`config.mk`:
```
export PLATFORM = sky130hd
export DESIGN_NAME = cpu_run_ctrl
export DESIGN_NICKNAME = d
export VERILOG_FILES = /design/src/rtl/cpu_run_pkg.sv /design/src/rtl/cpu_cycle_counter.sv /design/src/rtl/cpu_run_ctrl.sv
export SDC_FILE = /design/constraint.sdc
export NUM_CORES = 1
export LEC_CHECK = 0
export ABC_AREA = 1
export ABC_CLOCK_PERIOD_IN_PS = 1700
export CAP_MARGIN = 0
export CORE_UTILIZATION = 39
export CTS_BUF_LIST = sky130_fd_sc_hd__clkbuf_8
export CTS_CLUSTER_SIZE = 16
export DETAILED_ROUTE_END_ITERATION = 8
export SKIP_CTS_REPAIR_TIMING = 1
export SYNTH_ARGS = -nofsm -noshare
export SYNTH_HDL_FRONTEND = slang
export SYNTH_SLANG_ARGS = --single-unit
export TNS_END_PERCENT = 20
```
`constraint.sdc`:
```
create_clock -name Clock -period 1.7 [get_ports Clock]
set_input_delay 0.17 -clock Clock [delete_from_list [all_inputs] [get_ports Clock]]
set_output_delay 0.17 -clock Clock [all_outputs]
set_load 0.005 [all_outputs]
```
`src/rtl/cpu_run_pkg.sv`:
```
// ---------------------------------------------------------------------------
// cpu_run_pkg
// Shared types and constants for the CPU run controller.
//   run_state_t : controller FSM states
//   MODE_*      : run-mode encodings carried on the Mode input
//   norm_mode() : folds the reserved mode (2'b11) onto run-N
// ---------------------------------------------------------------------------
package cpu_run_pkg;

  typedef enum logic [2:0] {
    IDLE  = 3'd0,
    RESET = 3'd1,
    RUN   = 3'd2,
    STEP  = 3'd3,
    DONE  = 3'd4
  } run_state_t;

  localparam logic [1:0] MODE_RUNN = 2'b00;
  localparam logic [1:0] MODE_FREE = 2'b01;
  localparam logic [1:0] MODE_STEP = 2'b10;

  // The reserved encoding behaves exactly like run-N.
  function automatic logic [1:0] norm_mode(input logic [1:0] m);
    return (m == 2'b11) ? MODE_RUNN : m;
  endfunction

endpackage

```
`src/rtl/cpu_cycle_counter.sv`:
```
// ---------------------------------------------------------------------------
// cpu_cycle_counter
// W-bit enable/clear counter with terminal compare and sticky wrap flag.
// Ports:
//   i_clk      : clock, rising edge
//   i_rst_n    : synchronous active-low reset (count and wrap to 0)
//   i_clr      : synchronous clear, wins over i_en
//   i_en       : increment this cycle
//   i_term     : terminal value compared against the incremented count
//   o_count    : current count
//   o_inc      : count + 1 (modulo 2^W)
//   o_at_term  : this cycle's increment lands exactly on i_term
//   o_wrap     : sticky, set when an increment rolls over from all-ones
// ---------------------------------------------------------------------------
module cpu_cycle_counter #(
  parameter int W = 16
) (
  input  logic         i_clk,
  input  logic         i_rst_n,
  input  logic         i_clr,
  input  logic         i_en,
  input  logic [W-1:0] i_term,
  output logic [W-1:0] o_count,
  output logic [W-1:0] o_inc,
  output logic         o_at_term,
  output logic         o_wrap
);

  localparam logic [W-1:0] ONE = W'(1);

  logic [W-1:0] r_count;
  logic         r_wrap;

  assign o_count   = r_count;
  assign o_inc     = r_count + ONE;
  assign o_at_term = i_en && (o_inc == i_term);
  assign o_wrap    = r_wrap;

  always_ff @(posedge i_clk) begin
    if (!i_rst_n) begin
      r_count <= '0;
      r_wrap  <= 1'b0;
    end else if (i_clr) begin
      r_count <= '0;
      r_wrap  <= 1'b0;
    end else if (i_en) begin
      r_count <= o_inc;
      if (r_count == '1) begin
        r_wrap <= 1'b1;
      end
    end
  end

endmodule

```
`src/rtl/cpu_run_ctrl.sv`:
```
// ---------------------------------------------------------------------------
// cpu_run_ctrl
// Run controller for the 24-bit CPU: sequences CPU reset, then grants CPU
// clock-enable cycles in run-N, free-run or single-step mode, counting every
// granted cycle.
// Optional feature macro: BREAK_CYCLE_EN (adds BreakCycle / BreakHit; a RUN
// that reaches BreakCycle drops into STEP).
// Ports:
//   Clock      : clock, rising edge
//   Reset_n    : synchronous active-low reset, forces IDLE
//   Start      : pulse, launches a run from IDLE or DONE
//   Mode       : 00 run-N, 01 free-run, 10 step, 11 as 00 (sampled on Start)
//   RunCycles  : run-N budget, 0 selects DEFAULT_RUN (sampled on Start)
//   Step       : pulse, grants one CPU cycle in STEP
//   Halt       : level, ends any run at the next edge
//   BreakCycle : (BREAK_CYCLE_EN) nonzero count at which RUN switches to STEP
//   BreakHit   : (BREAK_CYCLE_EN) one-cycle pulse on the break
//   CpuRst_n   : CPU reset, active low
//   CpuClkEn   : CPU clock enable
//   CycleCount : granted cycles since the reset phase ended
//   Busy       : RESET, RUN or STEP
//   Done       : DONE
//   Wrap       : sticky, CycleCount wrapped during this run
// All outputs come straight from flops.
// ---------------------------------------------------------------------------
module cpu_run_ctrl
  import cpu_run_pkg::*;
#(
  parameter int CNT_W       = 16,
  parameter int RST_CYCLES  = 4,
  parameter int DEFAULT_RUN = 30
) (
  input  logic             Clock,
  input  logic             Reset_n,
  input  logic             Start,
  input  logic [1:0]       Mode,
  input  logic [CNT_W-1:0] RunCycles,
  input  logic             Step,
  input  logic             Halt,
`ifdef BREAK_CYCLE_EN
  input  logic [CNT_W-1:0] BreakCycle,
  output logic             BreakHit,
`endif
  output logic             CpuRst_n,
  output logic             CpuClkEn,
  output logic [CNT_W-1:0] CycleCount,
  output logic             Busy,
  output logic             Done,
  output logic             Wrap
);

  localparam int               RST_W      = $clog2(RST_CYCLES + 1);
  localparam logic [RST_W-1:0] RST_TERM   = RST_W'(RST_CYCLES);
  localparam logic [CNT_W-1:0] DEF_TARGET = CNT_W'(DEFAULT_RUN);

  run_state_t       r_state;
  run_state_t       w_state_next;
  logic [1:0]       r_mode;
  logic [CNT_W-1:0] r_target;
  logic             r_cpu_rst_n;
  logic             r_cpu_clk_en;
  logic             r_busy;
  logic             r_done;

  logic             w_start_acc;
  logic             w_cnt_en;
  logic [CNT_W-1:0] w_cnt_inc;
  logic             w_cnt_at_term;
  logic             w_rst_done;
  logic             w_break_match;
  logic             w_cpu_rst_n_next;
  logic             w_cpu_clk_en_next;

  logic [RST_W-1:0] w_rst_count;
  logic [RST_W-1:0] w_rst_inc;
  logic             w_rst_wrap;
  logic             w_unused;

  assign w_start_acc = Start && ((r_state == IDLE) || (r_state == DONE));
  // Every high CpuClkEn cycle outside the reset phase is a granted cycle.
  assign w_cnt_en    = r_cpu_clk_en && ((r_state == RUN) || (r_state == STEP));

  cpu_cycle_counter #(.W(CNT_W)) u_cycle_cnt (
    .i_clk     (Clock),
    .i_rst_n   (Reset_n),
    .i_clr     (w_start_acc),
    .i_en      (w_cnt_en),
    .i_term    (r_target),
    .o_count   (CycleCount),
    .o_inc     (w_cnt_inc),
    .o_at_term (w_cnt_at_term),
    .o_wrap    (Wrap)
  );

  // Counts RESET cycles; fires on the last one.
  cpu_cycle_counter #(.W(RST_W)) u_rst_timer (
    .i_clk     (Clock),
    .i_rst_n   (Reset_n),
    .i_clr     (w_start_acc),
    .i_en      (r_state == RESET),
    .i_term    (RST_TERM),
    .o_count   (w_rst_count),
    .o_inc     (w_rst_inc),
    .o_at_term (w_rst_done),
    .o_wrap    (w_rst_wrap)
  );

  assign w_unused = ^{w_rst_count, w_rst_inc, w_rst_wrap, w_cnt_inc};

`ifdef BREAK_CYCLE_EN
  assign w_break_match = w_cnt_en && (BreakCycle != '0) && (w_cnt_inc == BreakCycle);
`else
  assign w_break_match = 1'b0;
`endif

  // State register
  always_ff @(posedge Clock) begin
    if (!Reset_n) begin
      r_state <= IDLE;
    end else begin
      r_state <= w_state_next;
    end
  end

  // Next state and next registered outputs
  always_comb begin
    w_state_next      = r_state;
    w_cpu_rst_n_next  = 1'b0;
    w_cpu_clk_en_next = 1'b0;

    case (r_state)
      IDLE, DONE: begin
        if (Start) begin
          w_state_next = RESET;
        end
      end
      RESET: begin
        if (Halt) begin
          w_state_next = DONE;
        end else if (w_rst_done) begin
          w_state_next = (r_mode == MODE_STEP) ? STEP : RUN;
        end
      end
      RUN: begin
        // Halt beats the terminal count, which beats a break.
        if (Halt) begin
          w_state_next = DONE;
        end else if ((r_mode == MODE_RUNN) && w_cnt_at_term) begin
          w_state_next = DONE;
        end else if (w_break_match) begin
          w_state_next = STEP;
        end
      end
      STEP: begin
        if (Halt) begin
          w_state_next = DONE;
        end
      end
      default: begin
        w_state_next = IDLE;
      end
    endcase

    case (w_state_next)
      RUN, STEP: w_cpu_rst_n_next = 1'b1;
      // DONE keeps whatever the CPU reset was: low if halted during RESET.
      DONE:      w_cpu_rst_n_next = r_cpu_rst_n;
      default:   w_cpu_rst_n_next = 1'b0;
    endcase

    // A step grant only comes from a Step seen while already stepping.
    w_cpu_clk_en_next = (w_state_next == RESET) || (w_state_next == RUN) ||
                        ((r_state == STEP) && (w_state_next == STEP) && Step);
  end

  // Registered outputs and per-run configuration
  always_ff @(posedge Clock) begin
    if (!Reset_n) begin
      r_mode       <= MODE_RUNN;
      r_target     <= '0;
      r_cpu_rst_n  <= 1'b0;
      r_cpu_clk_en <= 1'b0;
      r_busy       <= 1'b0;
      r_done       <= 1'b0;
    end else begin
      r_cpu_rst_n  <= w_cpu_rst_n_next;
      r_cpu_clk_en <= w_cpu_clk_en_next;
      r_busy       <= (w_state_next == RESET) || (w_state_next == RUN) ||
                      (w_state_next == STEP);
      r_done       <= (w_state_next == DONE);
      if (w_start_acc) begin
        r_mode   <= norm_mode(Mode);
        r_target <= (RunCycles == '0) ? DEF_TARGET : RunCycles;
      end
    end
  end

`ifdef BREAK_CYCLE_EN
  logic r_break_hit;

  always_ff @(posedge Clock) begin
    if (!Reset_n) begin
      r_break_hit <= 1'b0;
    end else begin
      r_break_hit <= (r_state == RUN) && (w_state_next == STEP);
    end
  end

  assign BreakHit = r_break_hit;
`endif

  assign CpuRst_n = r_cpu_rst_n;
  assign CpuClkEn = r_cpu_clk_en;
  assign Busy     = r_busy;
  assign Done     = r_done;

endmodule

```
==> flow_summary.ini, run 1 <==
[critical_path]
slowest_delay_ps = 390
rrSetupSlack_ps = -310
cp-start-kind = register
required_ps = 1910
r2r_cells = 15
cp_slowest_cell = dfxtp_4
worstPathCellList = ha_4 > nand3_1 > nor2_1 > nand3_1 > nand2_1 > nand2_1 > xor2_1 > nor2_2 > nand3_1 > nand2_2 > nand2_2 > nand2_1 > nand3_2 > nand2_1 > inv_1
path_max_fanout = 4
worstReg2RegEnd = CpuClkEn
crit_top_cell = nand2_1
endpoint_kind = register
timing_worst_setup_path_type = register to register
arrival_ps = 2220
rr_startpoint = u_cycle_cnt.o_count[1]

[hold_path]
hold_path_class = register to register
hp-start = CpuRst_n
min_path_cells = 2
min_to = CpuRst_n

[pwr]
total_power_mw = 2.21
powerDensity_nw_per_um2 = 616
p_leak_nw = 1.64
ir_worst_vdd_v = 0.000326

[timing]
timing.final.crit_share_pct = 118
tightest_slew_ps = 665
final_max_slew_viol_count = 0
layout_setup_ws_ps = -310
slew_headroom_pct = 55.6
skew_ps = 11.9
hold_violations = 0
fin_crit_ps = 2010
rsz0062_at_grt = true
setup_viol = 6
fmax_mhz = 497

[finish]
diodes = 0
layout_common_cells = 81 x nand2_1, 62 x inv_1, 53 x buf_4, 43 x clkdlybuf4s50_1, 42 x dfxtp_1
nets = 498
syn_to_final_growth_pct = 42.8
layout_commonest_cell = nand2_1
final_core_utilization_pct = 59.2
fillers = 580
layout-drive-gt1-share_pct = 18.8

[flow_run]
cap_violations = 0

[clock_tree]
cts_buffers = 5
cts.htree.levels = 2
insertion_delay_ps = 310
root_buffer = clkbuf_8
tritoncts = yes
clk_pin_slew_worst_paths_ps = 90
cts.sinks = 45
cts_buffer_depth = 2

[floorplan]
std_cell_rows = 28
die_area_sq_um = 6760
core_sq_um = 6060
die_w_microns = 82.2
io_pins = 44
die_y_microns = 82.2
initial_utilization_pct = 41.4

[place]
gp_congestion = 0.850
port_buffers = 43
place.detailed.hpwl_mm = 5.56
dp_worst_setup_slack_ps = -285

[yosys]
syn_area_sq_um = 2510
synth-seq-cells = 45
netlist.area_leader.share_pct = 35.9
synthTopCellsByArea = dfxtp_1 36%, nand2_1 12%, inv_1 9.4%, nand3_1 8.6%, o21ai_0 5.2%
ys_seq_area_share_pct = 35.9
syn_area_per_cell_sq_um = 6.70
ys_warn_count = 0
yosysTopAreaCell = dfxtp_1
synth_cell_type_count = 31
synth_fp_nets = 401
netlist_instances = 375

[global_route]
grt_pass1_wl_mm = 11.4
antenna_found_initial = 0
grt_use_total_pct = 22.6
grt_overflow = 0
grt_pass1_vias = 2519
grt_max_degree = 21

[drt]
vias = 2696
viasPerCell = 4.92
drt-total-wl_mm = 7.03
drc_errors = 0
wire_per_inst_microns = 12.8
dr.pass1.iters = 5
antenna_left = 0
drtIter0Drc = 138

[run_status]
violations = negative setup slack
status = complete, but fails checks
[per-stage QoR]
stage / std cells / hold slack (ps) / setup TNS, ps / instance area (sq um)
3_5_place_dp: 538 / 451 / -1480 / 3430
3_3_place_gp: 538 / 436 / -1190 / 3430
2_1_floorplan: 375 / 283 / -104 / 2540
6_report: 548 / 456 / -1420 / 3590
5_1_grt: 548 / 489 / -2530 / 3590
4_1_cts: 546 / 463 / -1530 / 3550
[worst max path at each step]
stage / cells past startpoint / endpoint / startpoint
2_1_floorplan: 18 / CpuClkEn / u_cycle_cnt.o_count[1]
3_3_place_gp: 15 / Busy / u_cycle_cnt.o_count[4]
3_5_place_dp: 15 / CpuClkEn / u_cycle_cnt.o_count[2]
4_1_cts: 13 / Busy / u_cycle_cnt.o_count[2]
5_1_grt: 15 / CpuClkEn / u_cycle_cnt.o_count[7]
6_report: 15 / CpuClkEn / u_cycle_cnt.o_count[1]
[registers in the layout, indices dropped and copies added (netlist names)]
name / flops
r_state: 3
Busy: 1
CpuRst_n: 1
u_cycle_cnt.o_count: 16
r_target: 16
CpuClkEn: 1
u_rst_timer.o_count: 3
u_cycle_cnt.o_wrap: 1
r_mode: 2
Done: 1
[synth_stat cells (all sizes together)]
library cell  number
nand2             87
inv               63
dfxtp             45
nand3             45
nor2              40
o21ai             27
a21oi             18
nand4              9
nor4               5
xor2               5
a32o               4
buf                4
nor3               4
o211ai             4
a221oi             3
clkbuf             3
ha                 3
clkinv             1
nand3b             1
o2111ai            1
o21bai             1
o22ai              1
xnor3              1
[layer usage]
| layer | global-route usage (%) | share of wire (%) |
|---|---|---|
| met1 | 29.1 | 49 |
| met2 | 39.3 | 46 |
| met3 | 3.52 | 3.4 |
| met4 | 5.61 | 1.1 |
| met5 | 0 | 0 |
[critical path: cells and delay by family, from the launching register on]
kind | cells | cell delay, ps
adder cells (fa/ha/maj) | 1 | 160
XOR/XNOR | 1 | 160
flip-flops | 1 | 390
AND/OR/NAND/NOR | 12 | 1170
buffers and inverters | 1 | 40
[where the power goes]
part | internal [mW] | leakage, nW | switching, mW
clock network | 0.441 | 0.0543 | 0.411
logic | 0.125 | 1.22 | 0.124
registers | 1.09 | 0.369 | 0.0213
[kinds of logic after synthesis]
family / after synthesis / share of synthesized area [%]
simple gates: 191 / 34.9
buf+inv: 71 / 11.1
compound gates: 59 / 14.0
flops: 45 / 35.9
xor+xnor: 6 / 2.64
fa+ha+maj: 3 / 1.49
[final cells by class]
| type | instances | area (sq um) | share of cell area, % |
|---|---|---|---|
| multi-input cells | 259 | 1380 | 38.5 |
| flip-flops and latches | 45 | 910 | 25.4 |
| repair buffers | 97 | 848 | 23.7 |
| inverters | 64 | 240 | 6.70 |
| well taps | 75 | 93.8 | 2.62 |
| clock buffers | 5 | 68.8 | 1.92 |
| clock inverters | 3 | 46.3 | 1.29 |
No activity file was read; power rests on OpenSTA's default activity.
==> run 2, diff against run 1 <==
--- a/config.mk
+++ b/config.mk
@@ -13,6 +13,7 @@
 export CTS_CLUSTER_SIZE = 16
 export DETAILED_ROUTE_END_ITERATION = 8
 export SKIP_CTS_REPAIR_TIMING = 1
+export SLEW_MARGIN = 20
 export SYNTH_ARGS = -nofsm -noshare
 export SYNTH_HDL_FRONTEND = slang
 export SYNTH_SLANG_ARGS = --single-unit
==> results of run 2 <==
No change in the layout: final DEF, timing and power equal those of run 1.
